[config.mk]
export PLATFORM = sky130hd
export DESIGN_NAME = dbus_arbiter_flat
export DESIGN_NICKNAME = d
export VERILOG_FILES = /design/src/rtl/dbus_arbiter_if.sv /design/src/rtl/dbus_arbiter.sv /design/src/flat_wrapper.sv
export SDC_FILE = /design/constraint.sdc
export NUM_CORES = 1
export LEC_CHECK = 0
export CORE_AREA = 2 2 122 124
export CTS_BUF_LIST = sky130_fd_sc_hd__clkbuf_4 sky130_fd_sc_hd__clkbuf_8 sky130_fd_sc_hd__clkbuf_16
export DETAILED_ROUTE_END_ITERATION = 10
export DIE_AREA = 0 0 124 126
export PLACE_DENSITY = 0.65
export SYNTH_ARGS = -nofsm -noshare
export SYNTH_HDL_FRONTEND = slang
export SYNTH_SLANG_ARGS = --single-unit
[constraint.sdc]
create_clock -name clk -period 5.9 [get_ports clk]
set_input_delay 1.18 -clock clk [delete_from_list [all_inputs] [get_ports clk]]
set_output_delay 1.18 -clock clk [all_outputs]
set_load 0.05 [all_outputs]
[src/rtl/dbus_arbiter_if.sv]
// dbus_arbiter_if: one data-bus link (request + response).
//   master modport : the side issuing requests (drives enables, address, write data/strobe;
//                    receives read data, waitreq stall and access_fault)
//   slave  modport : the side answering requests (mirror directions)
// waitreq carries the bus "wait" stall; the plain name is a reserved word.
interface dbus_arbiter_if #(
  parameter int ADDR_W = 32
);
  logic              rd_en;
  logic              wr_en;
  logic [ADDR_W-1:0] addr;
  logic [31:0]       wr_data;
  logic [3:0]        wr_strobe;
  logic [31:0]       rd_data;
  logic              waitreq;
  logic              access_fault;

  modport master (
    output rd_en, wr_en, addr, wr_data, wr_strobe,
    input  rd_data, waitreq, access_fault
  );

  modport slave (
    input  rd_en, wr_en, addr, wr_data, wr_strobe,
    output rd_data, waitreq, access_fault
  );
endinterface

[src/rtl/dbus_arbiter.sv]
// dbus_arbiter: two-master, one-slave data-bus arbiter with round-robin tie-break,
// zero-latency grant from IDLE, transfer locking while the slave stalls, and a
// stall timeout that forces a faulted completion.
//   clk : system clock, all state on rising edge
//   rst : asynchronous active-high reset
//   m0  : slave modport toward master 0 (core DBus port)
//   m1  : slave modport toward master 1 (secondary master)
//   s   : master modport toward the shared slave
module dbus_arbiter #(
  parameter int AXI_ADDR_WIDTH = 32,
  parameter int TIMEOUT_CYCLES = 255
) (
  input  logic           clk,
  input  logic           rst,
  dbus_arbiter_if.slave  m0,
  dbus_arbiter_if.slave  m1,
  dbus_arbiter_if.master s
);

  localparam int CW = $clog2(TIMEOUT_CYCLES + 1);
  localparam logic [CW-1:0] TMO = CW'(TIMEOUT_CYCLES);

  typedef enum logic {IDLE, BUSY} state_t;

  state_t          state_q;
  logic            owner_q;
  logic            last_q;
  logic [CW-1:0]   cnt_q;

  logic            req0, req1;
  logic            grant_vld, grant_sel;
  logic            sel_rd, sel_wr;
  logic            illegal, timeout, done, fwd;
  logic [31:0]     resp_data;
  logic            resp_wait, resp_fault;

  always_comb begin
    req0      = m0.rd_en | m0.wr_en;
    req1      = m1.rd_en | m1.wr_en;
    grant_vld = 1'b0;
    grant_sel = 1'b0;

    // Reset holds off any grant so every slave-facing output reads zero.
    if (!rst) begin
      if (state_q == BUSY) begin
        // Locked to owner; owner dropping its request is an abort (no grant).
        grant_sel = owner_q;
        grant_vld = owner_q ? req1 : req0;
      end else if (req0 && req1) begin
        grant_vld = 1'b1;
        grant_sel = ~last_q;
      end else if (req0 || req1) begin
        grant_vld = 1'b1;
        grant_sel = req1;
      end
    end

    sel_rd  = grant_sel ? m1.rd_en : m0.rd_en;
    sel_wr  = grant_sel ? m1.wr_en : m0.wr_en;
    illegal = grant_vld & sel_rd & sel_wr;
    timeout = grant_vld & (state_q == BUSY) & (cnt_q == TMO) & s.waitreq;
    done    = grant_vld & (illegal | timeout | ~s.waitreq);
    fwd     = grant_vld & ~illegal & ~timeout;

    s.rd_en     = fwd & sel_rd;
    s.wr_en     = fwd & sel_wr;
    s.addr      = '0;
    s.wr_data   = '0;
    s.wr_strobe = '0;
    if (grant_vld) begin
      s.addr      = grant_sel ? m1.addr      : m0.addr;
      s.wr_data   = grant_sel ? m1.wr_data   : m0.wr_data;
      s.wr_strobe = grant_sel ? m1.wr_strobe : m0.wr_strobe;
    end

    // Forced completions (illegal request, timeout) return a bare fault.
    resp_data  = fwd ? s.rd_data : '0;
    resp_wait  = fwd & s.waitreq;
    resp_fault = (illegal | timeout) | (fwd & s.access_fault);

    m0.rd_data      = '0;
    m0.waitreq      = req0;
    m0.access_fault = 1'b0;
    m1.rd_data      = '0;
    m1.waitreq      = req1;
    m1.access_fault = 1'b0;
    if (grant_vld && !grant_sel) begin
      m0.rd_data      = resp_data;
      m0.waitreq      = resp_wait;
      m0.access_fault = resp_fault;
    end
    if (grant_vld && grant_sel) begin
      m1.rd_data      = resp_data;
      m1.waitreq      = resp_wait;
      m1.access_fault = resp_fault;
    end
  end

  always_ff @(posedge clk or posedge rst) begin
    if (rst) begin
      state_q <= IDLE;
      owner_q <= 1'b0;
      last_q  <= 1'b1;
      cnt_q   <= '0;
    end else begin
      case (state_q)
        IDLE: begin
          if (done) begin
            last_q <= grant_sel;
          end else if (grant_vld) begin
            state_q <= BUSY;
            owner_q <= grant_sel;
            cnt_q   <= CW'(1);
          end
        end
        BUSY: begin
          if (!grant_vld) begin
            state_q <= IDLE;
            cnt_q   <= '0;
          end else if (done) begin
            last_q  <= owner_q;
            state_q <= IDLE;
            cnt_q   <= '0;
          end else if (cnt_q != TMO) begin
            cnt_q <= cnt_q + CW'(1);
          end
        end
        default: begin
          state_q <= IDLE;
          cnt_q   <= '0;
        end
      endcase
    end
  end

endmodule
[src/flat_wrapper.sv]
// flat-port wrapper written by rule: the top's interface ports become plain ports
module dbus_arbiter_flat 
#(
  parameter int AXI_ADDR_WIDTH = 32,
  parameter int TIMEOUT_CYCLES = 255
)
  (clk, rst, m0_rd_en, m0_wr_en, m0_addr, m0_wr_data, m0_wr_strobe, m0_rd_data, m0_waitreq, m0_access_fault, m1_rd_en, m1_wr_en, m1_addr, m1_wr_data, m1_wr_strobe, m1_rd_data, m1_waitreq, m1_access_fault, s_rd_en, s_wr_en, s_addr, s_wr_data, s_wr_strobe, s_rd_data, s_waitreq, s_access_fault);
  dbus_arbiter_if m0_i ();
  dbus_arbiter_if m1_i ();
  dbus_arbiter_if s_i ();
  input  logic clk;
  input  logic rst;
  input wire logic [$bits(m0_i.rd_en)-1:0] m0_rd_en;
  input wire logic [$bits(m0_i.wr_en)-1:0] m0_wr_en;
  input wire logic [$bits(m0_i.addr)-1:0] m0_addr;
  input wire logic [$bits(m0_i.wr_data)-1:0] m0_wr_data;
  input wire logic [$bits(m0_i.wr_strobe)-1:0] m0_wr_strobe;
  output wire logic [$bits(m0_i.rd_data)-1:0] m0_rd_data;
  output wire logic [$bits(m0_i.waitreq)-1:0] m0_waitreq;
  output wire logic [$bits(m0_i.access_fault)-1:0] m0_access_fault;
  input wire logic [$bits(m1_i.rd_en)-1:0] m1_rd_en;
  input wire logic [$bits(m1_i.wr_en)-1:0] m1_wr_en;
  input wire logic [$bits(m1_i.addr)-1:0] m1_addr;
  input wire logic [$bits(m1_i.wr_data)-1:0] m1_wr_data;
  input wire logic [$bits(m1_i.wr_strobe)-1:0] m1_wr_strobe;
  output wire logic [$bits(m1_i.rd_data)-1:0] m1_rd_data;
  output wire logic [$bits(m1_i.waitreq)-1:0] m1_waitreq;
  output wire logic [$bits(m1_i.access_fault)-1:0] m1_access_fault;
  output wire logic [$bits(s_i.rd_en)-1:0] s_rd_en;
  output wire logic [$bits(s_i.wr_en)-1:0] s_wr_en;
  output wire logic [$bits(s_i.addr)-1:0] s_addr;
  output wire logic [$bits(s_i.wr_data)-1:0] s_wr_data;
  output wire logic [$bits(s_i.wr_strobe)-1:0] s_wr_strobe;
  input wire logic [$bits(s_i.rd_data)-1:0] s_rd_data;
  input wire logic [$bits(s_i.waitreq)-1:0] s_waitreq;
  input wire logic [$bits(s_i.access_fault)-1:0] s_access_fault;
  assign m0_i.rd_en = m0_rd_en;
  assign m0_i.wr_en = m0_wr_en;
  assign m0_i.addr = m0_addr;
  assign m0_i.wr_data = m0_wr_data;
  assign m0_i.wr_strobe = m0_wr_strobe;
  assign m0_rd_data = m0_i.rd_data;
  assign m0_waitreq = m0_i.waitreq;
  assign m0_access_fault = m0_i.access_fault;
  assign m1_i.rd_en = m1_rd_en;
  assign m1_i.wr_en = m1_wr_en;
  assign m1_i.addr = m1_addr;
  assign m1_i.wr_data = m1_wr_data;
  assign m1_i.wr_strobe = m1_wr_strobe;
  assign m1_rd_data = m1_i.rd_data;
  assign m1_waitreq = m1_i.waitreq;
  assign m1_access_fault = m1_i.access_fault;
  assign s_rd_en = s_i.rd_en;
  assign s_wr_en = s_i.wr_en;
  assign s_addr = s_i.addr;
  assign s_wr_data = s_i.wr_data;
  assign s_wr_strobe = s_i.wr_strobe;
  assign s_i.rd_data = s_rd_data;
  assign s_i.waitreq = s_waitreq;
  assign s_i.access_fault = s_access_fault;
  dbus_arbiter #(.AXI_ADDR_WIDTH(AXI_ADDR_WIDTH), .TIMEOUT_CYCLES(TIMEOUT_CYCLES)) u_core (.clk(clk), .rst(rst), .m0(m0_i), .m1(m1_i), .s(s_i));
endmodule
Word-level counts from Yosys, hierarchy flattened. Cells that the tools add are included.

Add/subtract/negate cells: 1. Eq/ne operators: 8. Muxes and demuxes: 39. Bitwise logic cells: 23. Reduce and logical (&&, ||, !) cells: 8.

Operator list (number): 2-to-1 mux 32 bit (7); 2-to-1 mux 8 bit (5); 2-to-1 mux 1 bit (22); one-hot mux 8 bit (2 select lines) (1); AND 1 bit (12); AND reduction 3 bit (3); adder 8 x 1 -> 8 bit (second input constant) (1); equality test 8 bit (second input constant) (1); 2-to-1 mux 4 bit (2); != test 8 bit (second input constant) (1); != test 2 bit (second input constant) (3); inverter 1 bit (6); bitwise OR 1 bit (5); != test 2 x 1 -> 1 bit (second input constant) (2); != test 4 bit (second input constant) (1); one-hot mux 1 bit (2 select lines) (2); logical AND 1 bit (3); logical NOT 1 bit (1); logical OR 1 bit (1).

Register bits after elaboration: 11. Input bits: 176. Output and inout bits: 138. Word-level logic and storage cells: 83.

Longest topological paths before layout. Gate-level depths: netlist of the first run.

Depth in word-level cells: 15. Gate-level depth with buffers: 8. Mapped depth without buffers: 7.

Least setup slack after synthesis of the first run. OpenSTA, ideal clock, no wires.

Path type: in2out. Start: input port m0_wr_en. End: output port s_rd_en. Arrival time: 4433 ps. Required time: 4720 ps. Setup slack: 287 ps. Cell stages on the path: 5. Path buffers: 0. Cell sequence: o21a_1 or2_1 a21oi_2 nand2_1 a2111oi_0.

Cells in the longest elaborated chain, start to end: 13. Elaborated cells on any way between the ends: 24. Classes of those cells: 11 x mux; 11 x bitwise; 2 x reduce/logical.

Ends and longest elaborated chain: start: declaration (RTL line flat_wrapper.sv:14) `input wire logic [$bits(m0_i.wr_en)-1:0] m0_wr_en;`; bitwise OR 1 bit (RTL line dbus_arbiter.sv:38) `req0 = m0.rd_en | m0.wr_en;`; logical OR 1 bit (RTL line dbus_arbiter.sv:52) `end else if (req0 || req1) begin`; 2-to-1 mux 1 bit (RTL line dbus_arbiter.sv:52); 2-to-1 mux 1 bit (RTL line dbus_arbiter.sv:49) `end else if (req0 && req1) begin`; 2-to-1 mux 1 bit (RTL line dbus_arbiter.sv:45) `if (state_q == BUSY) begin`; 2-to-1 mux 1 bit (RTL line dbus_arbiter.sv:44) `if (!rst) begin`; 2-to-1 mux 1 bit (RTL line dbus_arbiter.sv:58) `sel_rd = grant_sel ? m1.rd_en : m0.rd_en;`; AND 1 bit (2 in series) (RTL line dbus_arbiter.sv:60) `illegal = grant_vld & sel_rd & sel_wr;`; inverter 1 bit (RTL line dbus_arbiter.sv:63) `fwd = grant_vld & ~illegal & ~timeout;`; AND 1 bit (2 in series) (RTL line dbus_arbiter.sv:63); AND 1 bit * (RTL line dbus_arbiter.sv:65) `s.rd_en = fwd & sel_rd;`; end: declaration (RTL line flat_wrapper.sv:29) `output wire logic [$bits(s_i.rd_en)-1:0] s_rd_en;`.

Every way passes the cells marked *; elsewhere a longest branch is shown, timed or not.

Worst setup path in the final report of the first run.
Start: input port rst. End: output port s_rd_en.

Cells in the longest elaborated chain, start to end: 8. Elaborated cells on any way between the ends: 14. Classes of those cells: 4 x mux; 10 x bitwise.

Ends and longest elaborated chain: start: declaration (RTL line flat_wrapper.sv:12) `input logic rst;`; 2-to-1 mux 1 bit (RTL line dbus_arbiter.sv:44); 2-to-1 mux 1 bit (RTL line dbus_arbiter.sv:58); AND 1 bit (2 in series) (RTL line dbus_arbiter.sv:60); inverter 1 bit (RTL line dbus_arbiter.sv:63); AND 1 bit (2 in series) (RTL line dbus_arbiter.sv:63); AND 1 bit * (RTL line dbus_arbiter.sv:65).

Marked as above.

==> reports/results.tsv, run 1 <==
stage	metric	value	unit
status	status	complete, no violations	
power	seq_power_share	10.1	%
place	io_buffers	313	
clock_network	htreeDepth	1	
sta	slew_headroom	44.30	%
global_route	antenna_found_initial	0	
synth	synth.top_cell.area_share	25.36	%
place	dp_hpwl	9832	µm
clock_network	cts_tree	done	
worst_hold_path	min_path_cells	2	
cells_and_area	drive_gt1_share	12.52	%
synth	synth_area	2235	µm²
die	die-width	124	µm
power	p_comb_share	75.5	%
clock_network	cts_root_buf	clkbuf_16	
cells_and_area	multiInputGateArea	1799	µm²
critical_path	path_class	input pin to primary output	
power	p_total	0.9154	mW
route	ant_nets	0	
cells_and_area	diodes	0	
sta	rsz0062_at_grt	no	
route	drt_wl_total	12460	µm
clock_network	cts_inserted_buffers	3	
global_route	grt_pass1_vias	3550	
place	routabilityCongestion	0.7682	
clock_network	post_cts_buffers	0	
power	p_sw	0.4646	mW
flow_run	drv_cap	0	
critical_path	required	4.72	ns
die	fp-row-count	44	
synth	synth.most_common_cell	nand2_1	
global_route	grt_start_max_net_pins	72	
synth	synth_nets	568	
synth	seq_area_frac_synth	12.37	%
power	power.internal	0.4508	mW
power	clkPwrFrac	14.4	%
clock_network	clk_pin_slew	0.04	ns
die	start_util	15.61	%
power	switching_share	50.75	%
sta	slew_violations	0	
synth	synth_seq_cells	11	
global_route	grt_pass1_wl	18350	µm
critical_path	worst-path-stages	4	
sta	max_slew.worst_pin.slew	0.8355	ns
die	die_y	126	µm
power	powerDensity	168.0	nW/µm²
synth	synth_edf_count	0	
power	p_leak	2.317	nW
synth	synth_area_leader_cell	nand2_1	
sta	setup_tns	0	ns
sta	min_period_over_period	86.39	%
synth	synth_cell_types	46	
cells_and_area	synthToLayoutAreaGrowth	143.8	%
die	ios	314	
critical_path	path_delay_family	buffers and inverters	
cells_and_area	nFillCells	1501	
synth	avgSynthCellArea	5.715	µm²
die	die-area	15620	µm²
route	vias_per_cell	4.218	
critical_path	cpPeakStageDelay	0.89	ns
sta	hold_viol	0	
cells_and_area	fin_util	38.07	%
worst_hold_path	hold_class	flip-flop to flip-flop	
sta	max_freq	196.2	MHz
critical_path	startpoint_type	input pin	
critical_path	end_kind	primary output	
clock_network	clk-insertion-delay-late	0.24	ns
critical_path	slowest_stage	clkdlybuf4s50_1	
clock_network	cts_buffer_depth	2	
route	drt_pass1_iterations	4	
global_route	grt_usage	14.75	%
synth	synthTopCellsByArea	nand2_1 (25%), and2_1 (18%), a21oi_1 (15%), dfrtp_1 (11%), clkbuf_1 (4.0%)	
clock_network	clkSinkCount	11	
die	core	14310	µm²
power	ir_drop	0.07813	mV
sta	setup_viol	0	
sta	worst_clock_skew	0.002046	ns
synth	syn_inst	391	
route	drt_iter0_markers	149	
cells_and_area	regArea	276.5	µm²
synth	yosys-top-cells-count	nand2_1 (151), a21oi_1 (68), and2_1 (65)	
critical_path	crit_chain	clkdlybuf4s50_1, a221o_2, a2111oi_0, clkdlybuf4s50_1	
route	via_count	3640	
route	drt-wirelength-per-cell	14.44	µm
sta	period_needed	5.097	ns
critical_path	cpMostUsedCell	clkdlybuf4s50_1	
critical_path	reg2regPathDepth	6	
critical_path	cp.arrival	3.92	ns
cells_and_area	nets	857	
synth	yosysWarningCount	0	
clock_network	cts_resized	0	
clock_network	postCtsHoldBufs	0	
route	drc_errors	0	
synth	async_flop_share	100.0	%
global_route	gr-total-overflow	0	
critical_path	crit_path_max_fanout	42	
critical_path	cp_num_buf_inv	2	
synth	synth_top_flop_cell	dfrtp_1	
## placed cells by master, fill, tap and decap left out, types with 2 or more instances in the layout
| master | instances |
|---|---|
| nand2_1 | 151 |
| nor2_1 | 7 |
| and3_1 | 2 |
| and2_1 | 65 |
| a211oi_1 | 2 |
| nand3_1 | 5 |
| inv_1 | 4 |
| buf_4 | 67 |
| o21ai_0 | 2 |
| mux2i_1 | 5 |
| nand2b_1 | 2 |
| xor2_1 | 2 |
| a21oi_1 | 68 |
| xnor2_1 | 3 |
| clkdlybuf4s50_1 | 248 |
| buf_12 | 3 |
| dfrtp_1 | 10 |
| clkbuf_16 | 3 |
| nor3_1 | 3 |
| a2111oi_0 | 2 |
## metrics by stage
step | instance area (µm²) | setup WS, ns | std cells | hold WS (ns)
2_1_floorplan | 2235 | 0.2869 | 391 | 0.4671
3_3_place_gp | 5366 | 0.7788 | 859 | 0.4913
3_5_place_dp | 5366 | 0.8056 | 859 | 0.4948
4_1_cts | 5449 | 0.7874 | 863 | 0.5010
5_1_grt | 5449 | 0.5597 | 863 | 0.5385
6_report | 5449 | 0.8029 | 863 | 0.4980
## flip-flops by register name (all words and copies together) (netlist names)
name,cells
u_core.last_q,1
u_core.owner_q,1
u_core.cnt_q,8
u_core.state_q,1
## area by class of cell
| type | instances | share of cell area [%] |
|---|---|---|
| Clock buffer | 4 | 1.515 |
| Multi-Input combinational cell | 342 | 33.02 |
| Sequential cell | 11 | 5.075 |
| Timing Repair Buffer | 318 | 55.89 |
| Inverter | 4 | 0.2755 |
| Tap cell | 184 | 4.225 |
## final timing paths
| path | start | slack (ns) | to |
|---|---|---|---|
| setup reg to reg | u_core.state_q | 3.12 | u_core.cnt_q[6] |
| setup / recovery | rst | 0.80 | s_rd_en |
| min in group asynchronous | rst | 1.55 | u_core.cnt_q[1] |
| hold / removal | u_core.last_q | 0.50 | u_core.last_q |
| hold reg to reg | u_core.last_q | 0.50 | u_core.last_q |
| max in group asynchronous | rst | 4.02 | u_core.last_q |
## power by group through the flow
stage          combinational [mW]  clock (mW)  sequential, mW
2_1_floorplan               0.412           0          0.0887
3_3_place_gp                0.696           0          0.0929
3_5_place_dp                0.695           0          0.0933
4_1_cts                     0.699       0.133          0.0921
5_1_grt                     0.734       0.136          0.0931
6_report                    0.692       0.132          0.0921
## layer usage
| layer | wire (µm) | global-route usage, % |
|---|---|---|
| met4 | 177 | 3.239 |
| met2 | 6251 | 26.21 |
| met1 | 5049 | 18.18 |
| met3 | 983 | 2.944 |
| met5 | 0 | 0 |
## worst min-delay path: cells and delay by family (launching register included)
family,cells,cell delay [ns]
DFF,1,0.37
and+or+nand+nor,1,0.05
AOI/OAI and AO/OA,1,0.06
## cells by family (layout without fill, tap and decap cells)
logic type | after synthesis | count (layout) | share of synthesized area, %
AO/OA/AOI/OAI | 84 | 84 | 21.39
XOR/XNOR | 5 | 5 | 1.960
adder cells (fa/ha/maj) | 1 | 1 | 0.5598
buffers and inverters | 38 | 326 | 7.558
flip-flops | 11 | 11 | 12.37
multiplexers | 6 | 6 | 2.744
AND/OR/NAND/NOR | 246 | 246 | 53.42
Note: power is estimated with default switching activity, not from simulation.
==> run 2: changes to the inputs <==
SETUP_SLACK_MARGIN = 0.1   (was default)
==> results of run 2 <==
Final layout, timing and power as in run 1 (identical DEF).
==> run 3: changes to the inputs <==
ABC_CLOCK_PERIOD_IN_PS = 5900   (was default)
REMOVE_ABC_BUFFERS = 1   (was default)
==> run 3 against run 2 <==
Compared with the run above:
- die area stayed put
- cell count is the same
- register-to-register slack better by 0.25 ns
- clock skew down 0.0011 ns
- flip-flop and latch count unchanged
- clock power barely moved
- critical path depth is 4 higher
- non-clock buffer count is the same
- hold slack got worse by 0.0027 ns
- global-route usage increased by 0.66 points
- routed wire length up 6.8%
- critical path type unchanged
- critical endpoint is now s_wr_strobe[2]
==> reports/results.tsv, run 3 (synthesis results as in run 1) <==
stage	metric	value	unit
cells_and_area	final_common_cell	clkdlybuf4s50_1	
cells_and_area	multiInputGateArea	1799	µm²
sta	rsz0062_at_grt	no	
critical_path	startpoint_type	input pin	
cells_and_area	nets	857	
critical_path	cp.arrival	4.17	ns
power	p_total	0.9128	mW
route	top_layer	met4	
worst_hold_path	hold_class	flip-flop to flip-flop	
sta	slew_headroom	61.27	%
die	die-width	124	µm
critical_path	required	4.72	ns
cells_and_area	largest_reg_flops	8	
global_route	grt_start_max_net_pins	57	
die	die_y	126	µm
die	ios	314	
place	dp_hpwl	10810	µm
route	vias_per_cell	4.284	
critical_path	r2r-end	u_core.cnt_q[3]	
critical_path	reg2reg_from	u_core.state_q	
worst_hold_path	min_to	u_core.cnt_q[0]	
route	ant_nets	0	
place	io_buffers	313	
route	wl_met3	1447	µm
worst_hold_path	holdCritStartpoint	u_core.cnt_q[0]	
place	placed_area	5364	µm²
clock_network	clkSinkCount	11	
route	dr_wl_met2	6572	µm
sta	max_slew.worst_pin.slew	0.5796	ns
power	ir_drop	0.08345	mV
sta	worst_clock_skew	0.0009421	ns
cells_and_area	synthToLayoutAreaGrowth	143.7	%
sta	hold_viol	0	
global_route	grt_pass1_wl	18820	µm
critical_path	crit_path_max_fanout	54	
worst_hold_path	min_path_cells	1	
clock_network	cts_resized	0	
clock_network	clk-insertion-delay-late	0.24	ns
clock_network	post_cts_buffers	0	
sta	slew_violations	0	
cells_and_area	regMostFlops	u_core.cnt_q	
route	drt_iter0_markers	119	
cells_and_area	nFillCells	1532	
cells_and_area	final_cell_mix	clkdlybuf4s50_1 (247), nand2_1 (151), a21oi_1 (68), buf_4 (68), and2_1 (65)	
cells_and_area	regArea	276.5	µm²
route	drt-wirelength-per-cell	15.42	µm
die	core	14310	µm²
route	wl_met1	5039	µm
global_route	grt_pass1_vias	3461	
critical_path	reg2regPathDepth	6	
clock_network	cts_root_buf	clkbuf_16	
clock_network	cts_tree	done	
die	start_util	15.61	%
global_route	grt_usage	15.41	%
sta	max_freq	187.0	MHz
clock_network	htreeDepth	1	
clock_network	cts_buffer_depth	2	
sta	setup_viol	0	
status	status	complete, no violations	
route	drt_wl_total	13310	µm
clock_network	clk_pin_slew	0.04	ns
sta	period_needed	5.348	ns
die	die-area	15620	µm²
power	powerDensity	167.6	nW/µm²
cells_and_area	drive_gt1_share	12.67	%
critical_path	path_class	input pin to primary output	
cells_and_area	final_area	5446	µm²
global_route	gr-total-overflow	0	
place	routabilityCongestion	0.8623	
route	drt_pass1_iterations	5	
route	drc_errors	0	
global_route	antenna_found_initial	0	
die	fp-row-count	44	
flow_run	drv_cap	0	
sta	min_period_over_period	90.65	%
critical_path	end_kind	primary output	
power	p_leak	2.319	nW
sta	fin_hold_ws	0.4953	ns
clock_network	cts_inserted_buffers	3	
critical_path	rrSetupSlack	3.37	ns
cells_and_area	diodes	0	
route	via_count	3697	
clock_network	postCtsHoldBufs	0	
-- run 3: cell types whose count changed in the layout (fill, tap and decap cells not counted) --
cell / delta
clkdlybuf4s50_1: -1
buf_4: +1
-- run 3: layout make-up --
cell class / count / share of cell area (%)
multi-input cells: 342 / 33.03
clock buffers: 4 / 1.516
inverters: 4 / 0.2757
flip-flops and latches: 11 / 5.077
repair buffers: 318 / 55.87
well taps: 184 / 4.227
-- run 3: worst max-delay path, stage by stage --
cell and delay (ns):
clkdlybuf4s50_1 0.47, o21a_1 0.23, or2_1 0.28, a21oi_4 0.51, buf_12 0.31, nand2_1 0.09, a21oi_1 0.20, clkdlybuf4s50_1 0.85
-- run 3: worst max path at each step --
stage	startpoint	endpoint	cells after the start
2_1_floorplan	m0_wr_en	s_rd_en	5
3_3_place_gp	m0_wr_en	s_wr_data[6]	8
3_5_place_dp	m0_rd_en	s_wr_strobe[2]	8
4_1_cts	m0_rd_en	s_wr_strobe[2]	8
5_1_grt	m0_rd_en	s_wr_data[6]	8
6_report	m0_wr_en	s_wr_strobe[2]	8
-- run 3: per-layer routing --
layer	track usage, %	up-vias
met2	28.41	217
met1	17.42	1617
met5	0	-
met4	4.230	0
li1	-	1851
met3	3.668	12
-- run 3: stage by stage --
step	util [%]	setup WS, ns	std cells	TNS, ns
after floorplan	-	-0.9565	357	-1.913
after global placement	37.47	0.5560	859	0
after global routing	38.05	0.4051	863	0
after CTS	38.05	0.5166	863	0
after detailed placement	37.47	0.5267	859	0
final	38.05	0.5517	863	0
-- run 3: report_power, final --
part	leakage (nW)	total (mW)	internal (mW)	switching [mW]
combinational	2.13	0.692	0.272	0.419
clock	0.0416	0.130	0.0954	0.0342
sequential	0.146	0.0915	0.0828	0.00869
==> edit (settings of run 3) <==
`TIMEOUT_CYCLES` is set to 255 in 2 places; all go to 510.
--- a/src/rtl/dbus_arbiter.sv
+++ b/src/rtl/dbus_arbiter.sv
@@ -8,7 +8,7 @@
 //   s   : master modport toward the shared slave
 module dbus_arbiter #(
   parameter int AXI_ADDR_WIDTH = 32,
-  parameter int TIMEOUT_CYCLES = 255
+  parameter int TIMEOUT_CYCLES = 510
 ) (
   input  logic           clk,
   input  logic           rst,
--- a/src/flat_wrapper.sv
+++ b/src/flat_wrapper.sv
@@ -2,7 +2,7 @@
 module dbus_arbiter_flat 
 #(
   parameter int AXI_ADDR_WIDTH = 32,
-  parameter int TIMEOUT_CYCLES = 255
+  parameter int TIMEOUT_CYCLES = 510
 )
   (clk, rst, m0_rd_en, m0_wr_en, m0_addr, m0_wr_data, m0_wr_strobe, m0_rd_data, m0_waitreq, m0_access_fault, m1_rd_en, m1_wr_en, m1_addr, m1_wr_data, m1_wr_strobe, m1_rd_data, m1_waitreq, m1_access_fault, s_rd_en, s_wr_en, s_addr, s_wr_data, s_wr_strobe, s_rd_data, s_waitreq, s_access_fault);
   dbus_arbiter_if m0_i ();
Check against the original RTL: same outputs for any inputs over 4 cycles, from zero or initial values and one cycle with rst high; that may be too few to reach the edited logic, so the function may still have changed.
==> edit against run 3 <==
Final area increased by 9.4%. Register-to-register slack got worse by 0.03 ns. Largest power group unchanged. Clock skew increased by 0.0014 ns. Power increased by 3.8%. Wire length decreased by 1.7%. Synthesized area increased by 1.1%. Sequential cell count increased by 1. Utilization increased by 3.6 points. Synthesized cell count increased by 1.0%. Non-clock buffer count increased by 2. Setup slack improved by 0.24 ns. Global-route usage decreased by 0.16 points.
==> edit: results (changes against run 3) <==
- Max reg flops: 9 (+1)
- Initial DRT Pass Iterations: 4 (-1)
- Status: finished, final reports clean
- CP arrival: 3.92 ns (-0.25 ns)
- Dpl hpwl: 10400 um (-4.2%)
- GP Congestion: 0.809 (-6.2%)
- CP Launch Point: rst
- Leak: 2.35 nW (+1.3%)
- Top cells by area, synth: nand2_1, and2_1, a21oi_1
- DR iter-0 viols: 104 (-13%)
- Post-DR vias/cell: 4.20 (-2.0%)
- # fillers: 1458 (-4.8%)
- Max stage delay on crit path: 0.87 ns (+0.02 ns)
- Worst Hold Depth: 2 (+1)
- Largest net degree at the start of global routing: 83 (+46%)
- Register area share after synthesis: 13.3% (+0.97 points)
- Reg2reg end: u_core.cnt_q[2]
- Top post-synthesis cells by count: nand2_1, a21oi_1, and2_1, clkbuf_1, dfrtp_1
- Vias in the first global route: 3471 (+0.29%)
- Crit path max fanout: 11 (-80%)
- Per-cell routed wire length: 15.0 um (-2.4%)
- Pint: 0.479 mW (+6.3%)
- Fraction of layout cells with a size suffix above 1: 7.74% (-4.9 points)
- Area after DPL: 0.00588 mm2 (+9.6%)
- Setup Skew: 0.00238 ns (+0.00144 ns)
- Worst hold margin: 0.527 ns (+0.0320 ns)
- End point of the worst hold path: u_core.last_q
==> edit: power groups by stage <==
stage	clock (mW)	combinational [mW]	sequential, mW
after floorplan	0	0.394	0.0960
after global placement	0	0.721	0.0979
after detailed placement	0	0.720	0.0980
after CTS	0.136	0.724	0.0967
after global routing	0.138	0.760	0.0982
final	0.134	0.716	0.0969
==> edit: cells by family (layout without fill, tap and decap cells) <==
group	count (synthesis)	after routing	synth area share (%)
adder cells (fa/ha/maj)	2	2	1.11
flip-flops	12	12	13.3
AND/OR/NAND/NOR	241	241	50.9
AO/OA/AOI/OAI	89	89	21.7
buffers and inverters	40	330	8.47
multiplexers	4	4	1.83
XOR/XNOR	7	7	2.71
==> edit: layout make-up <==
type	instances	area share, %
inverters	6	0.378
clock buffers	4	1.39
multi-input cells	343	29.9
well taps	184	3.86
repair buffers	320	59.4
flip-flops and latches	12	5.06
==> edit: metrics by stage <==
step                      setup WS, ns  instances
after floorplan                  0.125        361
after global placement           0.840        865
after detailed placement         0.762        865
after CTS                        0.759        869
after global routing             0.590        869
final                            0.795        869
==> edit: worst max-delay path by stage <==
stage / to / slack, ns / depth (start not counted)
2_1_floorplan: m1_waitreq / 0.13 / 4
3_3_place_gp: m0_rd_data[13] / 0.84 / 8
3_5_place_dp: m0_access_fault / 0.76 / 7
4_1_cts: m0_access_fault / 0.76 / 7
5_1_grt: m0_access_fault / 0.59 / 7
6_report: m0_access_fault / 0.80 / 7
==> edit: per-layer routing <==
layer,global-route usage [%],vias to the layer above,share of wire (%)
met5,0,-,0
met4,3.64,0,1.9
li1,-,1872,-
met2,26.6,150,49
met1,18.8,1610,40
met3,3.49,17,9.6
